## config.mk

```make
export PLATFORM = sky130hd
export DESIGN_NAME = memory_port_sram_target_flat
export DESIGN_NICKNAME = d
export VERILOG_FILES = /design/src/rtl/memory_port_sram_target_if.sv /design/src/rtl/memory_port_sram_target.sv /design/src/flat_wrapper.sv
export SDC_FILE = /design/constraint.sdc
export NUM_CORES = 1
export LEC_CHECK = 0
export ABC_AREA = 1
export ABC_CLOCK_PERIOD_IN_PS = 4200
export CAP_MARGIN = 20
export CELL_PAD_IN_SITES_DETAIL_PLACEMENT = 0
export CELL_PAD_IN_SITES_GLOBAL_PLACEMENT = 2
export CORE_MARGIN = 3
export CORE_UTILIZATION = 37
export CTS_CLUSTER_DIAMETER = 30
export DETAILED_ROUTE_END_ITERATION = 10
export GPL_ROUTABILITY_DRIVEN = 0
export PLACE_DENSITY_LB_ADDON = 0.08
export SLEW_MARGIN = 10
export SYNTH_ARGS = -nofsm -noshare
export SYNTH_HDL_FRONTEND = slang
export SYNTH_SLANG_ARGS = --single-unit
```

## constraint.sdc

```tcl
create_clock -name clk -period 4.2 [get_ports clk]
set_input_delay 0.42 -clock clk [delete_from_list [all_inputs] [get_ports clk]]
set_output_delay 0.42 -clock clk [all_outputs]
set_load 0.03 [all_outputs]
```

## src/rtl/memory_port_sram_target_if.sv

```systemverilog
// memory_port_sram_target_if: memory-port command/response and SRAM pin bundle
interface memory_port_sram_target_if #(
   parameter int address_bus_width = 23,
   parameter int data_bus_width = 1
);
   logic [address_bus_width-1:0] address;
   logic [8*data_bus_width-1:0] d_to_target;
   logic access;
   logic [data_bus_width-1:0] mask;
   logic write;
   logic [8*data_bus_width-1:0] d_to_initiator;
   logic ready;
   logic data_ready;
   logic [address_bus_width-1:0] sram_address;
   logic [8*data_bus_width-1:0] sram_data_out;
   logic [8*data_bus_width-1:0] sram_data_in;
   logic sram_data_oe;
   logic sram_ce_n;
   logic sram_oe_n;
   logic sram_we_n;
   logic [data_bus_width-1:0] sram_be_n;
   modport slave (
      input  address, d_to_target, access, mask, write, sram_data_in,
      output d_to_initiator, ready, data_ready, sram_address, sram_data_out,
             sram_data_oe, sram_ce_n, sram_oe_n, sram_we_n, sram_be_n
   );
   modport master (
      output address, d_to_target, access, mask, write, sram_data_in,
      input  d_to_initiator, ready, data_ready, sram_address, sram_data_out,
             sram_data_oe, sram_ce_n, sram_oe_n, sram_we_n, sram_be_n
   );
endinterface

```

## src/rtl/memory_port_sram_target.sv

```systemverilog
// memory_port_sram_target: queued memory-port target driving an async SRAM with wait states
module memory_port_sram_target #(
   parameter int address_bus_width = 23,
   parameter int data_bus_width = 1,
   parameter int wait_states = 2,
   parameter int cmd_depth = 4
) (
   input logic clk,
   input logic reset,
   memory_port_sram_target_if.slave bus
);
   localparam int dw = 8 * data_bus_width;
   localparam int pw = $clog2(cmd_depth);
   localparam int cw = wait_states > 0 ? $clog2(wait_states + 1) : 1;
   typedef enum logic [1:0] {IDLE, ACCESS, RECOVER} state_t;
   state_t state, state_nx;
   logic [address_bus_width-1:0] q_addr [cmd_depth];
   logic [dw-1:0] q_data [cmd_depth];
   logic [data_bus_width-1:0] q_mask [cmd_depth];
   logic [cmd_depth-1:0] q_write;
   logic [pw-1:0] wr_ptr, rd_ptr;
   logic [pw:0] count;
   logic push, pop, capture;
   logic [cw-1:0] cnt, cnt_nx;
   logic [address_bus_width-1:0] cmd_addr;
   logic [dw-1:0] cmd_data, rd_data;
   logic cmd_write;
   logic ce_n, oe_n, we_n, doe, data_ready;
   logic ce_nx, oe_nx, we_nx, doe_nx;
   logic [data_bus_width-1:0] be_n, be_nx;
   assign bus.ready = count < (pw + 1)'(cmd_depth);
   assign push = bus.access && bus.ready;
   assign pop = (state == IDLE) && (count != '0);
   // FIFO storage: written on accept, never reset since occupancy lives in count
   always_ff @(posedge clk)
      if (push) begin
         q_addr[wr_ptr] <= bus.address;
         q_data[wr_ptr] <= bus.d_to_target;
         q_mask[wr_ptr] <= bus.mask;
         q_write[wr_ptr] <= bus.write;
      end
   // FIFO pointers and occupancy; simultaneous push and pop leave count unchanged
   always_ff @(posedge clk or posedge reset)
      if (reset) begin
         wr_ptr <= '0;
         rd_ptr <= '0;
         count <= '0;
      end else begin
         wr_ptr <= wr_ptr + pw'(push);
         rd_ptr <= rd_ptr + pw'(pop);
         count <= count + (pw + 1)'(push) - (pw + 1)'(pop);
      end
   // FSM state and wait-state counter
   always_ff @(posedge clk or posedge reset)
      if (reset) begin
         state <= IDLE;
         cnt <= '0;
      end else begin
         state <= state_nx;
         cnt <= cnt_nx;
      end
   // Next state and next strobe values; strobes hold unless a transition changes them
   always_comb begin
      state_nx = state;
      cnt_nx = cnt;
      ce_nx = ce_n;
      oe_nx = oe_n;
      we_nx = we_n;
      be_nx = be_n;
      doe_nx = doe;
      capture = 1'b0;
      case (state)
         IDLE:
            if (pop) begin
               state_nx = ACCESS;
               cnt_nx = cw'(wait_states);
               ce_nx = 1'b0;
               oe_nx = q_write[rd_ptr];
               we_nx = !q_write[rd_ptr];
               be_nx = q_write[rd_ptr] ? ~q_mask[rd_ptr] : '0;
               doe_nx = q_write[rd_ptr];
            end
         ACCESS:
            if (cnt == '0) begin
               state_nx = RECOVER;
               capture = !cmd_write;
               ce_nx = 1'b1;
               oe_nx = 1'b1;
               we_nx = 1'b1;
               be_nx = '1;
            end else
               cnt_nx = cnt - 1'b1;
         RECOVER: begin
            state_nx = IDLE;
            doe_nx = 1'b0;
         end
         default: state_nx = IDLE;
      endcase
   end
   // Registered command, SRAM strobes and read response
   always_ff @(posedge clk or posedge reset)
      if (reset) begin
         cmd_addr <= '0;
         cmd_data <= '0;
         cmd_write <= 1'b0;
         ce_n <= 1'b1;
         oe_n <= 1'b1;
         we_n <= 1'b1;
         be_n <= '1;
         doe <= 1'b0;
         data_ready <= 1'b0;
         rd_data <= '0;
      end else begin
         if (pop) begin
            cmd_addr <= q_addr[rd_ptr];
            cmd_data <= q_data[rd_ptr];
            cmd_write <= q_write[rd_ptr];
         end
         ce_n <= ce_nx;
         oe_n <= oe_nx;
         we_n <= we_nx;
         be_n <= be_nx;
         doe <= doe_nx;
         data_ready <= capture;
         if (capture)
            rd_data <= bus.sram_data_in;
      end
   assign bus.sram_address = cmd_addr;
   assign bus.sram_data_out = cmd_data;
   assign bus.sram_data_oe = doe;
   assign bus.sram_ce_n = ce_n;
   assign bus.sram_oe_n = oe_n;
   assign bus.sram_we_n = we_n;
   assign bus.sram_be_n = be_n;
   assign bus.data_ready = data_ready;
   assign bus.d_to_initiator = rd_data;
endmodule

```

## src/flat_wrapper.sv

```systemverilog
// flat-port wrapper written by rule: the top's interface ports become plain ports
module memory_port_sram_target_flat 
#(
   parameter int address_bus_width = 23,
   parameter int data_bus_width = 1,
   parameter int wait_states = 2,
   parameter int cmd_depth = 4
)
  (clk, reset, bus_address, bus_d_to_target, bus_access, bus_mask, bus_write, bus_sram_data_in, bus_d_to_initiator, bus_ready, bus_data_ready, bus_sram_address, bus_sram_data_out, bus_sram_data_oe, bus_sram_ce_n, bus_sram_oe_n, bus_sram_we_n, bus_sram_be_n);
  memory_port_sram_target_if #(.address_bus_width(address_bus_width), .data_bus_width(data_bus_width)) bus_i ();
  input logic clk;
  input logic reset;
  input wire logic [$bits(bus_i.address)-1:0] bus_address;
  input wire logic [$bits(bus_i.d_to_target)-1:0] bus_d_to_target;
  input wire logic [$bits(bus_i.access)-1:0] bus_access;
  input wire logic [$bits(bus_i.mask)-1:0] bus_mask;
  input wire logic [$bits(bus_i.write)-1:0] bus_write;
  input wire logic [$bits(bus_i.sram_data_in)-1:0] bus_sram_data_in;
  output wire logic [$bits(bus_i.d_to_initiator)-1:0] bus_d_to_initiator;
  output wire logic [$bits(bus_i.ready)-1:0] bus_ready;
  output wire logic [$bits(bus_i.data_ready)-1:0] bus_data_ready;
  output wire logic [$bits(bus_i.sram_address)-1:0] bus_sram_address;
  output wire logic [$bits(bus_i.sram_data_out)-1:0] bus_sram_data_out;
  output wire logic [$bits(bus_i.sram_data_oe)-1:0] bus_sram_data_oe;
  output wire logic [$bits(bus_i.sram_ce_n)-1:0] bus_sram_ce_n;
  output wire logic [$bits(bus_i.sram_oe_n)-1:0] bus_sram_oe_n;
  output wire logic [$bits(bus_i.sram_we_n)-1:0] bus_sram_we_n;
  output wire logic [$bits(bus_i.sram_be_n)-1:0] bus_sram_be_n;
  assign bus_i.address = bus_address;
  assign bus_i.d_to_target = bus_d_to_target;
  assign bus_i.access = bus_access;
  assign bus_i.mask = bus_mask;
  assign bus_i.write = bus_write;
  assign bus_i.sram_data_in = bus_sram_data_in;
  assign bus_d_to_initiator = bus_i.d_to_initiator;
  assign bus_ready = bus_i.ready;
  assign bus_data_ready = bus_i.data_ready;
  assign bus_sram_address = bus_i.sram_address;
  assign bus_sram_data_out = bus_i.sram_data_out;
  assign bus_sram_data_oe = bus_i.sram_data_oe;
  assign bus_sram_ce_n = bus_i.sram_ce_n;
  assign bus_sram_oe_n = bus_i.sram_oe_n;
  assign bus_sram_we_n = bus_i.sram_we_n;
  assign bus_sram_be_n = bus_i.sram_be_n;
  memory_port_sram_target #(.address_bus_width(address_bus_width), .data_bus_width(data_bus_width), .wait_states(wait_states), .cmd_depth(cmd_depth)) u_core (.clk(clk), .reset(reset), .bus(bus_i));
endmodule
```

Word level (Yosys, flattened, before mapping)
Memory sizes are Yosys's and may differ from the RTL's. A register that Yosys moved wholly into a read port is not among the register bits. Cells that the tools add are included.

Equality and inequality tests: 5. $add $sub $neg: 5. Mux-type cells: 26. Reduce and logical (&&, ||, !) cells: 14. Magnitude comparators: 4. Div/mod/pow operators: 0. Shifts and indexed selects: 0. $mul: 0. Bitwise operators: 1.

Operators by type and width (count): $mux 1 (12); $pmux 1 s2 (5); $mux 2 (4); $pmux 2 s2 (2); $lt 2x3->1 const B (2); $reduce_and 3->1 (2); $add 2x1->2 (2); $bwmux 4 (1); $logic_not 2->1 (2); $ne 2x1->1 const B (2); $reduce_and 2->1 (2); $reduce_bool 2->1 (2); $add 3x1->3 (1); $logic_and 1x1->1 (3); $lt 3x3->1 const B (1); $reduce_bool 3->1 (1); $sub 3x1->3 (1); $bmux 1 s2 (1); $demux 1 s2 (1); $eq 2x1->1 const B (1); $eq 2x2->1 const B (1); $ge 2x1->1 const B (1); $logic_not 1->1 (2); $ne 2x2->1 const B (1); 2 further kinds (2).

Memories: 3. Output and inout port bits: 46. Input port bits: 44. Register bits: 30. Bits in writable memories: 128. ROM bits: 0. Logic and storage cells: 72. Latch bits: 0.

Memory list: u_core.q_addr (depth 4, width 23, rd ports 1, clocked after memory_dff 1, write ports 1, RTL line memory_port_sram_target.sv:17) `logic [address_bus_width-1:0] q_addr [cmd_depth];`; u_core.q_data (depth 4, width 8, rd ports 1, clocked after memory_dff 1, write ports 1, RTL line memory_port_sram_target.sv:18) `logic [dw-1:0] q_data [cmd_depth];`; u_core.q_mask (depth 4, width 1, rd ports 1, clocked after memory_dff 0, write ports 1, RTL line memory_port_sram_target.sv:19) `logic [data_bus_width-1:0] q_mask [cmd_depth];`.

Longest topological paths before layout
Gate-level depths: netlist (run 1).

Depth in word-level cells: 5. Mapped depth: 12. Gate-level depth less buffers: 11.

Worst setup path after synthesis (run 1)
OpenSTA, ideal clock, no wires.

Kind: register to register. Start: register u_core.count[2]. End: memory u_core.q_addr[0][0], enable pin. Cell stages (with the launch flop): 4. Path slack: 0.653 ns. Data arrival time: 3.083 ns. Buffers on the path: 0. Library setup time: 0.464 ns. Required time: 3.736 ns. Clock period less this slack: 3.547 ns. Cells stage by stage: dfrtp_1 inv_1 nand2_1 nor3_1.

Longest elaborated chain between the ends: 4.

RTL lines: from (decl) (RTL line memory_port_sram_target.sv:22) `logic [pw:0] count;`; from (signal assigned) (RTL line memory_port_sram_target.sv:51) `count <= count + (pw + 1)'(push) - (pw + 1)'(pop);`; $lt 3x3->1 (RTL line memory_port_sram_target.sv:31) `assign bus.ready = count < (pw + 1)'(cmd_depth);`; net bus_ready (RTL line flat_wrapper.sv:20) `output wire logic [$bits(bus_i.ready)-1:0] bus_ready;`; $logic_and 1x1->1 (RTL line memory_port_sram_target.sv:32) `assign push = bus.access && bus.ready;`; $mux 1 (RTL line memory_port_sram_target.sv:36) `if (push) begin`; $mux 1 (not written as such) (RTL line memory_port_sram_target.sv:37) `q_addr[wr_ptr] <= bus.address;`; to (decl) (RTL line memory_port_sram_target.sv:17).

The timed path passes the listed nets, and every way through them passes these cells.

Worst setup path after layout (run 1)
Start: register u_core.count[1]. End: register u_core.count[2].

Longest elaborated chain between the ends: 4. Elaborated cells on any way between the ends: 6. Classes of those cells: add/sub: 2; order compare: 1; reduce/logical: 3.

RTL lines (RTL line): $lt 3x3->1 (memory_port_sram_target.sv:31); $logic_and 1x1->1 (memory_port_sram_target.sv:32); $add 3x1->3 (memory_port_sram_target.sv:51); $sub 3x1->3 * (memory_port_sram_target.sv:51).

Mark *: on every way between the ends. The rest lies on a longest branch, timed or not. A chain may end at the register's enable or synchronous reset.

==> metrics.log, run 1 <==
[metrics] top cells by instance count after synthesis: sky130_fd_sc_hd__nand2_1, sky130_fd_sc_hd__edfxtp_1, sky130_fd_sc_hd__nor2_1
[metrics] worst setup path endpoint: u_core.count[2]$_DFF_PP0_
[metrics] buffer count from post-CTS setup fixing: 0
[metrics] critical path capture point type: register
[metrics] clock network fraction of total power: 22.8%
[metrics] Inst Count DP: 905
[metrics] IO buf count: 89
[metrics] sequential element share of the synthesized area: 75.0%
[metrics] die span in y: 145 um
[metrics] number of setup violations in the final report: 0
[metrics] Avg Inst Size Synth: 12.6 um^2
[metrics] clock net sink count: 189
[metrics] Critical Path Start Type: register
[metrics] Highest Clock Rate: 422 MHz
[metrics] Int Power: 4.31 mW
[metrics] peak ir drop on the vdd network: 0.326 mV
[metrics] worst-case hold slack: 0.360 ns
[metrics] GR peak layer: met2
[metrics] clock skew: 0.00511 ns
[metrics] actual slew at the worst max-slew pin: 0.711 ns
[metrics] end of the worst register-to-register path: u_core.count[2]$_DFF_PP0_
[metrics] Synth area leaders: sky130_fd_sc_hd__edfxtp_1, sky130_fd_sc_hd__dfrtp_1, sky130_fd_sc_hd__nand2_1
[metrics] Post-Syn Area: 7190 um^2
[metrics] ratio of cells with drive above 1 in the final layout: 9.00%
[metrics] Cell variety after synth: 25
[metrics] total global-route track usage: 14.8%
[metrics] number of DRC violations after detailed routing: 0
[metrics] post-route cell area: 8920 um^2
[metrics] Setup CP Type: register to register
[metrics] run status: finished clean
[metrics] post-route minimum period: 2.37 ns
[metrics] number of antenna violations at the first check in global routing: 0
[metrics] Primary FF master, synth: sky130_fd_sc_hd__edfxtp_1
[metrics] nets@finish: 715
[metrics] drt total wl: 15,300 um
[metrics] post-cts repair resize count: 0
[metrics] path category of the worst min-delay check: primary input to asynchronous set/reset pin
[metrics] share of the clock period used by the worst path: 56.4%
[metrics] Rel. slew slack: 52.6%
[metrics] buffer levels on the longest clock path: 2
[metrics] grt met1 use: 19.7%
[metrics] per-cell routed wire length: 16.3 um
[metrics] launch instance of the worst register-to-register path: u_core.count[1]$_DFF_PP0_
[metrics] Pleak: 3.43 nW
[metrics] utilization after layout: 47.2%
[metrics] synthesized instance count: 573
[metrics] required time at the worst-slack endpoint: 4.50 ns
[metrics] setup repair after global routing missed its margin: no
[metrics] most used standard cell by instance count after synthesis: sky130_fd_sc_hd__nand2_1
[metrics] Comb power frac: 38.5%
[metrics] GRT overflow: 0
[metrics] worst-path maximum fanout: 35
[metrics] switching power share of the total: 37.9%
[metrics] wire length of the first global-routing pass: 24,400 um
[metrics] source of the critical timing path: u_core.count[1]$_DFF_PP0_
[metrics] DR iter-0 viols: 235
[metrics] sequential share of power: 38.7%
[metrics] fill count: 1,705
[metrics] area share of the largest cell type after synthesis: 55.1%
[metrics] n_diodes: 0
[metrics] initial core utilization: 38.1%
[metrics] die width: 145 um
[metrics] via count of the first global-routing pass: 4,495
[metrics] minimum setup slack among reg-to-reg paths: 1.83 ns
[metrics] Boundary Pins: 90
[metrics] Clk pin slew, worst setup/hold paths: 0.07 ns
[metrics] row count: 50
[metrics] CTS root buffer: sky130_fd_sc_hd__clkbuf_16
[metrics] max-cap viol count: 0
[metrics] cell taking the most area after synthesis: sky130_fd_sc_hd__edfxtp_1
[metrics] Final Max Tran Viols: 0
[metrics] later-pin clock latency in the skew report: 0.42 ns
[metrics] Synth Register Bits: 189
[metrics] total power: 6.94 mW
[metrics] TritonRoute pass-1 iters: 4
[metrics] area of the die: 21,200 um^2
[metrics] number of buffers inserted for hold repair after clock tree synthesis: 0
[metrics] mean number of vias per cell: 4.76
[metrics] warnings from Yosys: 0
[metrics] clock tree from TritonCTS: yes
[metrics] met2 track demand over resource: 24.5%
[metrics] pwr dens: 777 nW/um^2
[metrics] switching component of the power: 2.63 mW
[metrics] Global Route met3 Usage: 3.05%
[metrics] Async S/R FF share, synth: 30.2%
[metrics] cell area after placement: 8320 um^2
[metrics] depth of the most critical reg-to-reg path: 12
[metrics] final setup TNS: 0 ns
[metrics] number of failing hold endpoints at the final stage: 0
[metrics] area inside the core boundary: 18,900 um^2
[metrics] Critical Path AT: 2.67 ns
[metrics] maximum number of pins on one net before global-route repair: 68
[metrics] layout-stage area growth over the synthesis result: 24.0%
[metrics] number of flops mapped to enable cells by yosys: 132
[metrics] H-tree depth reported by CTS: 4
[metrics] total number of vias: 4,464
[metrics] final cell count without fillers: 938
[metrics] number of nets with antenna violations after detailed routing: 0
[metrics] net count after synthesis: 623
[metrics] fin worst setup slack: 1.83 ns
[metrics] number of CTS-inserted buffers: 17
[metrics] half-perimeter wire length after detailed placement: 8710 um
[metrics] pre-CTS setup slack: 1.82 ns
==> placed cells by master, fill, tap and decap left out, drive strengths merged, types with 7 or more instances in the layout <==
cell / n
nand2: 143
edfxtp: 132
clkdlybuf4s50: 89
nor2: 67
o21ai: 67
dfrtp: 53
inv: 33
o22ai: 31
clkbuf: 17
buf: 10
nand3: 7
==> worst min-delay path by stage <==
stage,start,endpoint,depth (start not counted)
2_1_floorplan,u_core.wr_ptr[1]$_DFF_PP0_,u_core.wr_ptr[1]$_DFF_PP0_,1
3_3_place_gp,u_core.bus.sram_oe_n$_DFFE_PP1P_,u_core.bus.sram_oe_n$_DFFE_PP1P_,2
3_5_place_dp,u_core.bus.sram_oe_n$_DFFE_PP1P_,u_core.bus.sram_oe_n$_DFFE_PP1P_,2
4_1_cts,reset,u_core.bus.d_to_initiator[7]$_DFFE_PP0P_,2
5_1_grt,reset,u_core.bus.d_to_initiator[7]$_DFFE_PP0P_,2
6_report,reset,u_core.bus.d_to_initiator[7]$_DFFE_PP0P_,2
==> sequential cells by signal, indices dropped and copies added, names as in the netlist, 3 cells and up <==
name / flops
u_core.q_write: 4
u_core.bus.sram_address: 23
u_core.count: 3
u_core.bus.sram_data_out: 8
u_core.q_addr: 92
u_core.q_data: 32
u_core.bus.d_to_initiator: 8
u_core.q_mask: 4
==> power by group through the flow <==
stage	Sequential (mW)	Clock (mW)	Combinational (mW)
finish	2.68	1.58	2.67
global route	2.73	1.71	2.98
CTS	2.69	1.62	2.72
detailed placement	2.72	0	2.70
global placement	2.70	0	2.68
floorplan	3.14	0	1.38
==> final cells by class <==
type                            instances  area [um^2]  area share (%)
Clock buffer                           17          425            4.77
Multi-Input combinational cell        331         1530            17.2
Inverter                               27          104            1.16
Clock inverter                         15          161            1.81
Sequential cell                       189         5400            60.5
Timing Repair Buffer                   99          978            11.0
Tap cell                              260          325            3.65
==> cell families (layout without fill, tap and decap cells) <==
logic type      count (synthesis)  in the layout  share of synthesized area, %
compound gates                100            100                          7.50
xor+xnor                        4              4                         0.487
fa+ha+maj                       6              6                          1.15
buf+inv                        53            158                          3.98
flops                         189            189                          75.0
simple gates                  221            221                          11.9
==> per-layer routing <==
metal | wire length [um] | share of wire, %
met4 | 145 | 0.95
met5 | 0 | 0
met1 | 7250 | 47
met3 | 417 | 2.7
met2 | 7480 | 49
==> critical path: stages (launching register included) <==
cell and delay (ns):
sky130_fd_sc_hd__dfrtp_1 0.41, sky130_fd_sc_hd__nor2_1 0.08, sky130_fd_sc_hd__nand2_1 0.07, sky130_fd_sc_hd__nand2_2 0.06, sky130_fd_sc_hd__inv_2 0.04, sky130_fd_sc_hd__buf_4 0.39
sky130_fd_sc_hd__ha_1 0.31, sky130_fd_sc_hd__inv_1 0.05, sky130_fd_sc_hd__ha_1 0.13, sky130_fd_sc_hd__inv_1 0.05, sky130_fd_sc_hd__fa_1 0.38, sky130_fd_sc_hd__xnor2_1 0.14
sky130_fd_sc_hd__xor2_1 0.14
(Power assumes the default switching activity.)
==> inputs of run 2 (changes only) <==
--- a/config.mk
+++ b/config.mk
@@ -6,12 +6,12 @@
 export NUM_CORES = 1
 export LEC_CHECK = 0
 export ABC_AREA = 1
-export ABC_CLOCK_PERIOD_IN_PS = 4200
+export ABC_CLOCK_PERIOD_IN_PS = 2100
 export CAP_MARGIN = 20
 export CELL_PAD_IN_SITES_DETAIL_PLACEMENT = 0
 export CELL_PAD_IN_SITES_GLOBAL_PLACEMENT = 2
 export CORE_MARGIN = 3
-export CORE_UTILIZATION = 37
+export CORE_UTILIZATION = 34
 export CTS_CLUSTER_DIAMETER = 30
 export DETAILED_ROUTE_END_ITERATION = 10
 export GPL_ROUTABILITY_DRIVEN = 0
==> constraint.sdc (replaced) <==
create_clock -name clk -period 2.1 [get_ports clk]
set_input_delay 0.21 -clock clk [delete_from_list [all_inputs] [get_ports clk]]
set_output_delay 0.21 -clock clk [all_outputs]
set_load 0.03 [all_outputs]
==> run 2 against run 1 <==
Effect of this change: die area is 8.5% higher; flip-flop and latch count did not move; non-clock buffer count up 5; sequential share of layout area down 1.1 points; critical path depth is 1 lower; critical endpoint unchanged; hold slack lost 0.20 ns; critical path type unchanged; clock power up 100%.
==> metrics.log, run 2 (synthesis gave the netlist of run 1 again) <==
[metrics] H-tree depth reported by CTS: 4
[metrics] minimum setup slack among reg-to-reg paths: 0.19 ns
[metrics] buffer count from post-CTS setup fixing: 0
[metrics] Critical Path Start Type: register
[metrics] nets@finish: 720
[metrics] switching power share of the total: 37.5%
[metrics] wire length of the first global-routing pass: 24,500 um
[metrics] buffer levels on the longest clock path: 2
[metrics] Pleak: 3.48 nW
[metrics] clock net sink count: 189
[metrics] crit-path most repeated cell: sky130_fd_sc_hd__inv_2
[metrics] ratio of cells with drive above 1 in the final layout: 10.8%
[metrics] worst-path maximum fanout: 2
[metrics] depth of the most critical reg-to-reg path: 11
[metrics] required time at the worst-slack endpoint: 2.44 ns
[metrics] share of the clock period used by the worst path: 91.1%
[metrics] path category of the worst min-delay check: primary input to asynchronous set/reset pin
[metrics] final setup TNS: 0 ns
[metrics] area of the die: 22,900 um^2
[metrics] clock skew: 0.0118 ns
[metrics] critical-path cell with the highest stage delay: sky130_fd_sc_hd__dfrtp_1
[metrics] run status: finished clean
[metrics] CTS root buffer: sky130_fd_sc_hd__clkbuf_16
[metrics] post-cts repair resize count: 0
[metrics] number of DRC violations after detailed routing: 0
[metrics] delay of the slowest cell on the worst path: 0.38 ns
[metrics] area used by multi-input combinational logic: 1590 um^2
[metrics] peak ir drop on the vdd network: 0.582 mV
[metrics] area inside the core boundary: 20,500 um^2
[metrics] pwr dens: 1550 nW/um^2
[metrics] clock tree from TritonCTS: yes
[metrics] end of the worst register-to-register path: u_core.count[2]$_DFF_PP0_
[metrics] source of the critical timing path: u_core.count[0]$_DFF_PP0_
[metrics] worst setup path endpoint: u_core.count[2]$_DFF_PP0_
[metrics] Critical Path AT: 2.25 ns
[metrics] per-cell routed wire length: 16.1 um
[metrics] pre-CTS setup slack: 0.185 ns
[metrics] sequential share of power: 38.2%
[metrics] IO buf count: 89
[metrics] leading cell types in the layout, fill and taps excluded: sky130_fd_sc_hd__nand2_1, sky130_fd_sc_hd__edfxtp_1, sky130_fd_sc_hd__clkdlybuf4s50_1
[metrics] layout-stage area growth over the synthesis result: 26.4%
[metrics] post-route minimum period: 1.91 ns
[metrics] die width: 151 um
[metrics] setup repair after global routing missed its margin: no
[metrics] ordered list of cells on the worst path: nor2_1, nand2_1, nand2_2, inv_2, ha_4, inv_2, ha_4, inv_2, fa_2, xnor2_2, xor2_1
[metrics] critical path capture point type: register
[metrics] area occupied by registers: 5400 um^2
[metrics] Inst Count DP: 921
[metrics] fill count: 1,875
[metrics] clock network fraction of total power: 22.5%
[metrics] number of buffers inserted for hold repair after clock tree synthesis: 0
[metrics] number of CTS-inserted buffers: 17
[metrics] actual slew at the worst max-slew pin: 0.699 ns
[metrics] Clk pin slew, worst setup/hold paths: 0.07 ns
[metrics] Boundary Pins: 90
[metrics] flip-flop count of the largest register, all copies and words added: 92
[metrics] Final Max Tran Viols: 0
[metrics] number of failing hold endpoints at the final stage: 0
[metrics] number of antenna violations at the first check in global routing: 0
[metrics] Highest Clock Rate: 523 MHz
[metrics] Setup CP Type: register to register
[metrics] DR iter-0 viols: 203
[metrics] Int Power: 8.79 mW
[metrics] number of setup violations in the final report: 0
[metrics] die span in y: 151 um
[metrics] later-pin clock latency in the skew report: 0.42 ns
[metrics] most common cell after layout, fill and taps aside: sky130_fd_sc_hd__nand2_1
[metrics] Largest Register: u_core.q_addr
[metrics] half-perimeter wire length after detailed placement: 8970 um
[metrics] mean number of vias per cell: 4.63
[metrics] post-route cell area: 9090 um^2
[metrics] initial core utilization: 35.1%
[metrics] n_diodes: 0
[metrics] maximum number of pins on one net before global-route repair: 68
[metrics] total global-route track usage: 14.2%
[metrics] cell area after placement: 8500 um^2
[metrics] Rel. slew slack: 53.4%
[metrics] Comb power frac: 39.3%
[metrics] switching component of the power: 5.27 mW
[metrics] launch instance of the worst register-to-register path: u_core.count[0]$_DFF_PP0_
[metrics] max-cap viol count: 0
[metrics] final cell count without fillers: 953
[metrics] fin worst setup slack: 0.187 ns
[metrics] GRT overflow: 0
[metrics] number of nets with antenna violations after detailed routing: 0
[metrics] total number of vias: 4,415
[metrics] via count of the first global-routing pass: 4,498
[metrics] TritonRoute pass-1 iters: 4
[metrics] row count: 52
[metrics] drt total wl: 15,400 um
[run 2: cell types whose count changed in the layout (fill, tap and decap cells not counted), sizes merged]
cell      change
buf           +5
inv           -4
clkbuf        +3
clkinvlp      +1
[run 2: per-layer routing]
layer	part of all wire, %	track usage (%)	up-vias	routed length, um
li1	-	-	2169	-
met1	45	18.4	2137	6970
met2	49	23.8	99	7570
met3	4.6	3.45	10	701
met4	0.90	4.08	0	139
met5	0	0	-	0
[run 2: worst min-delay path by stage]
stage	start	end	depth (start not counted)
after floorplan	bus_address[0]	u_core.q_addr[0][0]$_DFFE_PP_	0
after global placement	u_core.bus.sram_oe_n$_DFFE_PP1P_	u_core.bus.sram_oe_n$_DFFE_PP1P_	2
after detailed placement	u_core.bus.sram_be_n$_DFFE_PP1P_	u_core.bus.sram_be_n$_DFFE_PP1P_	2
after CTS	reset	u_core.bus.sram_address[0]$_DFFE_PP0P_	2
after global routing	reset	u_core.bus.sram_address[0]$_DFFE_PP0P_	2
final	reset	u_core.bus.sram_address[11]$_DFFE_PP0P_	2
[run 2: power groups by stage]
stage          sequential [mW]  combinational (mW)  clock (mW)
6_report                  5.37                5.52        3.16
5_1_grt                   5.48                6.21        3.45
4_1_cts                   5.38                5.68        3.27
3_5_place_dp              5.45                5.66           0
3_3_place_gp              5.42                5.58           0
2_1_floorplan             6.28                2.91           0
[run 2: layout make-up]
type,count,area share (%)
timing repair buffer,104,11.7
multi-input combinational,331,17.5
tap,270,3.72
clock inverter,12,1.50
sequential,189,59.4
inverter,27,1.17
clock buffer,20,5.02
[run 2: critical path, delay by kind of cell, from the launching register on]
family / cells / cell delay (ns)
adder cells (fa/ha/maj): 3 / 0.69
flip-flops: 1 / 0.38
XOR/XNOR: 2 / 0.33
AND/OR/NAND/NOR: 3 / 0.30
buffers and inverters: 3 / 0.14
[run 2: through the flow]
stage / hold WS, ns / util, % / power (mW)
after global routing: 0.169 / 44.4 / 15.1
after floorplan: 0.309 / - / 9.20
after global placement: 0.459 / 41.5 / 11.0
after CTS: 0.158 / 44.4 / 14.3
after detailed placement: 0.463 / 41.5 / 11.1
final: 0.157 / 44.4 / 14.1
==> inputs of run 3 (changes only) <==
--- a/config.mk
+++ b/config.mk
@@ -16,7 +16,8 @@
 export DETAILED_ROUTE_END_ITERATION = 10
 export GPL_ROUTABILITY_DRIVEN = 0
 export PLACE_DENSITY_LB_ADDON = 0.08
-export SLEW_MARGIN = 10
+export REMOVE_ABC_BUFFERS = 1
+export SLEW_MARGIN = 15
 export SYNTH_ARGS = -nofsm -noshare
 export SYNTH_HDL_FRONTEND = slang
 export SYNTH_SLANG_ARGS = --single-unit
==> run 3 against run 2 <==
Effect of this change: final cell count is 0.10% higher; hold slack better by 0.014 ns; fmax is 3.2% lower; sequential power hardly changed; total power is 0.79% higher; register-to-register slack worse by 0.06 ns; non-clock buffer count is 1 higher.
==> metrics.log, run 3 (synthesis gave the netlist of run 1 again) <==
[metrics] Critical Path Start Type: register
[metrics] DR iter-0 viols: 258
[metrics] Largest Register: u_core.q_addr
[metrics] initial core utilization: 35.1%
[metrics] n_diodes: 0
[metrics] most common cell after layout, fill and taps aside: sky130_fd_sc_hd__nand2_1
[metrics] nets@finish: 721
[metrics] number of setup violations in the final report: 0
[metrics] CTS root buffer: sky130_fd_sc_hd__clkbuf_16
[metrics] later-pin clock latency in the skew report: 0.42 ns
[metrics] area of the die: 22,900 um^2
[metrics] via count of the first global-routing pass: 4,513
[metrics] critical-path cell with the highest stage delay: sky130_fd_sc_hd__dfrtp_1
[metrics] Pleak: 3.49 nW
[metrics] number of failing hold endpoints at the final stage: 0
[metrics] clock net sink count: 189
[metrics] Int Power: 8.90 mW
[metrics] actual slew at the worst max-slew pin: 0.467 ns
[metrics] number of CTS-inserted buffers: 17
[metrics] Critical Path AT: 2.28 ns
[metrics] switching power share of the total: 37.1%
[metrics] critical path capture point type: register
[metrics] number of buffers inserted for hold repair after clock tree synthesis: 0
[metrics] IO buf count: 89
[metrics] Final Max Tran Viols: 0
[metrics] number of nets with antenna violations after detailed routing: 0
[metrics] Clk pin slew, worst setup/hold paths: 0.07 ns
[metrics] total global-route track usage: 14.4%
[metrics] peak ir drop on the vdd network: 0.644 mV
[metrics] buffer levels on the longest clock path: 2
[metrics] cell class contributing the biggest share of worst-path delay: adder cells
[metrics] clock tree from TritonCTS: yes
[metrics] Highest Clock Rate: 506 MHz
[metrics] mean number of vias per cell: 4.67
[metrics] utilization after layout: 44.3%
[metrics] Comb power frac: 39.3%
[metrics] max-cap viol count: 0
[metrics] row count: 52
[metrics] sequential share of power: 37.9%
[metrics] maximum number of pins on one net before global-route repair: 68
[metrics] flip-flop count of the largest register, all copies and words added: 92
[metrics] area inside the core boundary: 20,500 um^2
[metrics] pwr dens: 1560 nW/um^2
[metrics] die span in y: 151 um
[metrics] Boundary Pins: 90
[metrics] per-cell routed wire length: 16.5 um
[metrics] half-perimeter wire length after detailed placement: 8850 um
[metrics] TritonRoute pass-1 iters: 6
[metrics] worst-path maximum fanout: 2
[metrics] drt total wl: 15,800 um
[metrics] share of the clock period used by the worst path: 94.1%
[metrics] clock network fraction of total power: 22.8%
[metrics] path category of the worst min-delay check: primary input to asynchronous set/reset pin
[metrics] layout-stage area growth over the synthesis result: 26.1%
[metrics] crit path buf inv count: 3
[metrics] total power: 14.2 mW
[metrics] number of antenna violations at the first check in global routing: 0
[metrics] clock skew: 0.00925 ns
[metrics] leading cell types in the layout, fill and taps excluded: sky130_fd_sc_hd__nand2_1, sky130_fd_sc_hd__edfxtp_1, sky130_fd_sc_hd__clkdlybuf4s50_1
[metrics] Rel. slew slack: 68.8%
[metrics] worst-case hold slack: 0.171 ns
[metrics] switching component of the power: 5.26 mW
[metrics] wire length of the first global-routing pass: 24,600 um
[metrics] ordered list of cells on the worst path: nor2_2, nand2_1, nand2_2, inv_2, ha_1, inv_1, ha_1, inv_1, fa_2, xnor2_2, xor2_1
[metrics] total number of vias: 4,451
[metrics] required time at the worst-slack endpoint: 2.40 ns
[metrics] die width: 151 um
[metrics] delay of the slowest cell on the worst path: 0.39 ns
[metrics] H-tree depth reported by CTS: 4
[metrics] number of DRC violations after detailed routing: 0
[metrics] ratio of cells with drive above 1 in the final layout: 9.80%
[metrics] post-route minimum period: 1.98 ns
[metrics] GRT overflow: 0
[metrics] setup repair after global routing missed its margin: no
[metrics] run status: finished clean
[metrics] Setup CP Type: register to register
## run 3: stage by stage
step           setup TNS [ns]  cell area [um^2]  cells  setup slack (ns)
2_1_floorplan         -204.26              7010    547             -1.45
6_report                    0              9070    954             0.124
4_1_cts                     0              9060    954            0.0589
3_5_place_dp                0              8470    922            0.0762
5_1_grt                     0              9070    954            0.0114
3_3_place_gp                0              8470    922             0.145
## run 3: final timing paths
path / start / endpoint / slack [ns] / cells past startpoint
min in group clk: bus_sram_data_in[1] / u_core.bus.d_to_initiator[1]$_DFFE_PP0P_ / 0.33 / 3
max: u_core.count[0]$_DFF_PP0_ / u_core.count[2]$_DFF_PP0_ / 0.12 / 11
min: reset / u_core.bus.sram_address[1]$_DFFE_PP0P_ / 0.17 / 3
min reg2reg: u_core.bus.sram_oe_n$_DFFE_PP1P_ / u_core.bus.sram_oe_n$_DFFE_PP1P_ / 0.47 / 2
max reg2reg: u_core.count[0]$_DFF_PP0_ / u_core.count[2]$_DFF_PP0_ / 0.12 / 11
max in group asynchronous: reset / u_core.bus.sram_oe_n$_DFFE_PP1P_ / 1.60 / 3
## run 3: routing by layer
metal,vias up,global-route usage (%),part of all wire (%)
li1,2175,-,-
met1,2183,19.2,47
met2,83,23.3,48
met3,10,3.99,4.4
met4,0,4.03,1.1
met5,-,0,0
## run 3: what timing repair did
| action | 4_1_cts | 5_1_grt |
|---|---|---|
| setup buffers | 0 | 0 |
| resized for setup | 0 | 3 |
| setup endpoints to repair | 0 | 1 |
## run 3: power by group through the flow
stage	registers [mW]	clock network (mW)	logic, mW
final	5.36	3.23	5.57
after detailed placement	5.44	0	5.67
after global placement	5.41	0	5.57
after floorplan	6.42	0	2.28
after global routing	5.46	3.48	6.23
after CTS	5.37	3.32	5.68
## run 3: layout make-up
type,count,area (um^2)
clock buffer,22,454
sequential,189,5400
fill,1918,11400
clock inverter,10,138
tap,270,338
multi-input combinational,331,1550
timing repair buffer,105,1100
inverter,27,104
## run 3: worst min-delay path: cells and delay by family
family / cells / cell delay [ns]
buffers and inverters: 3 / 0.78
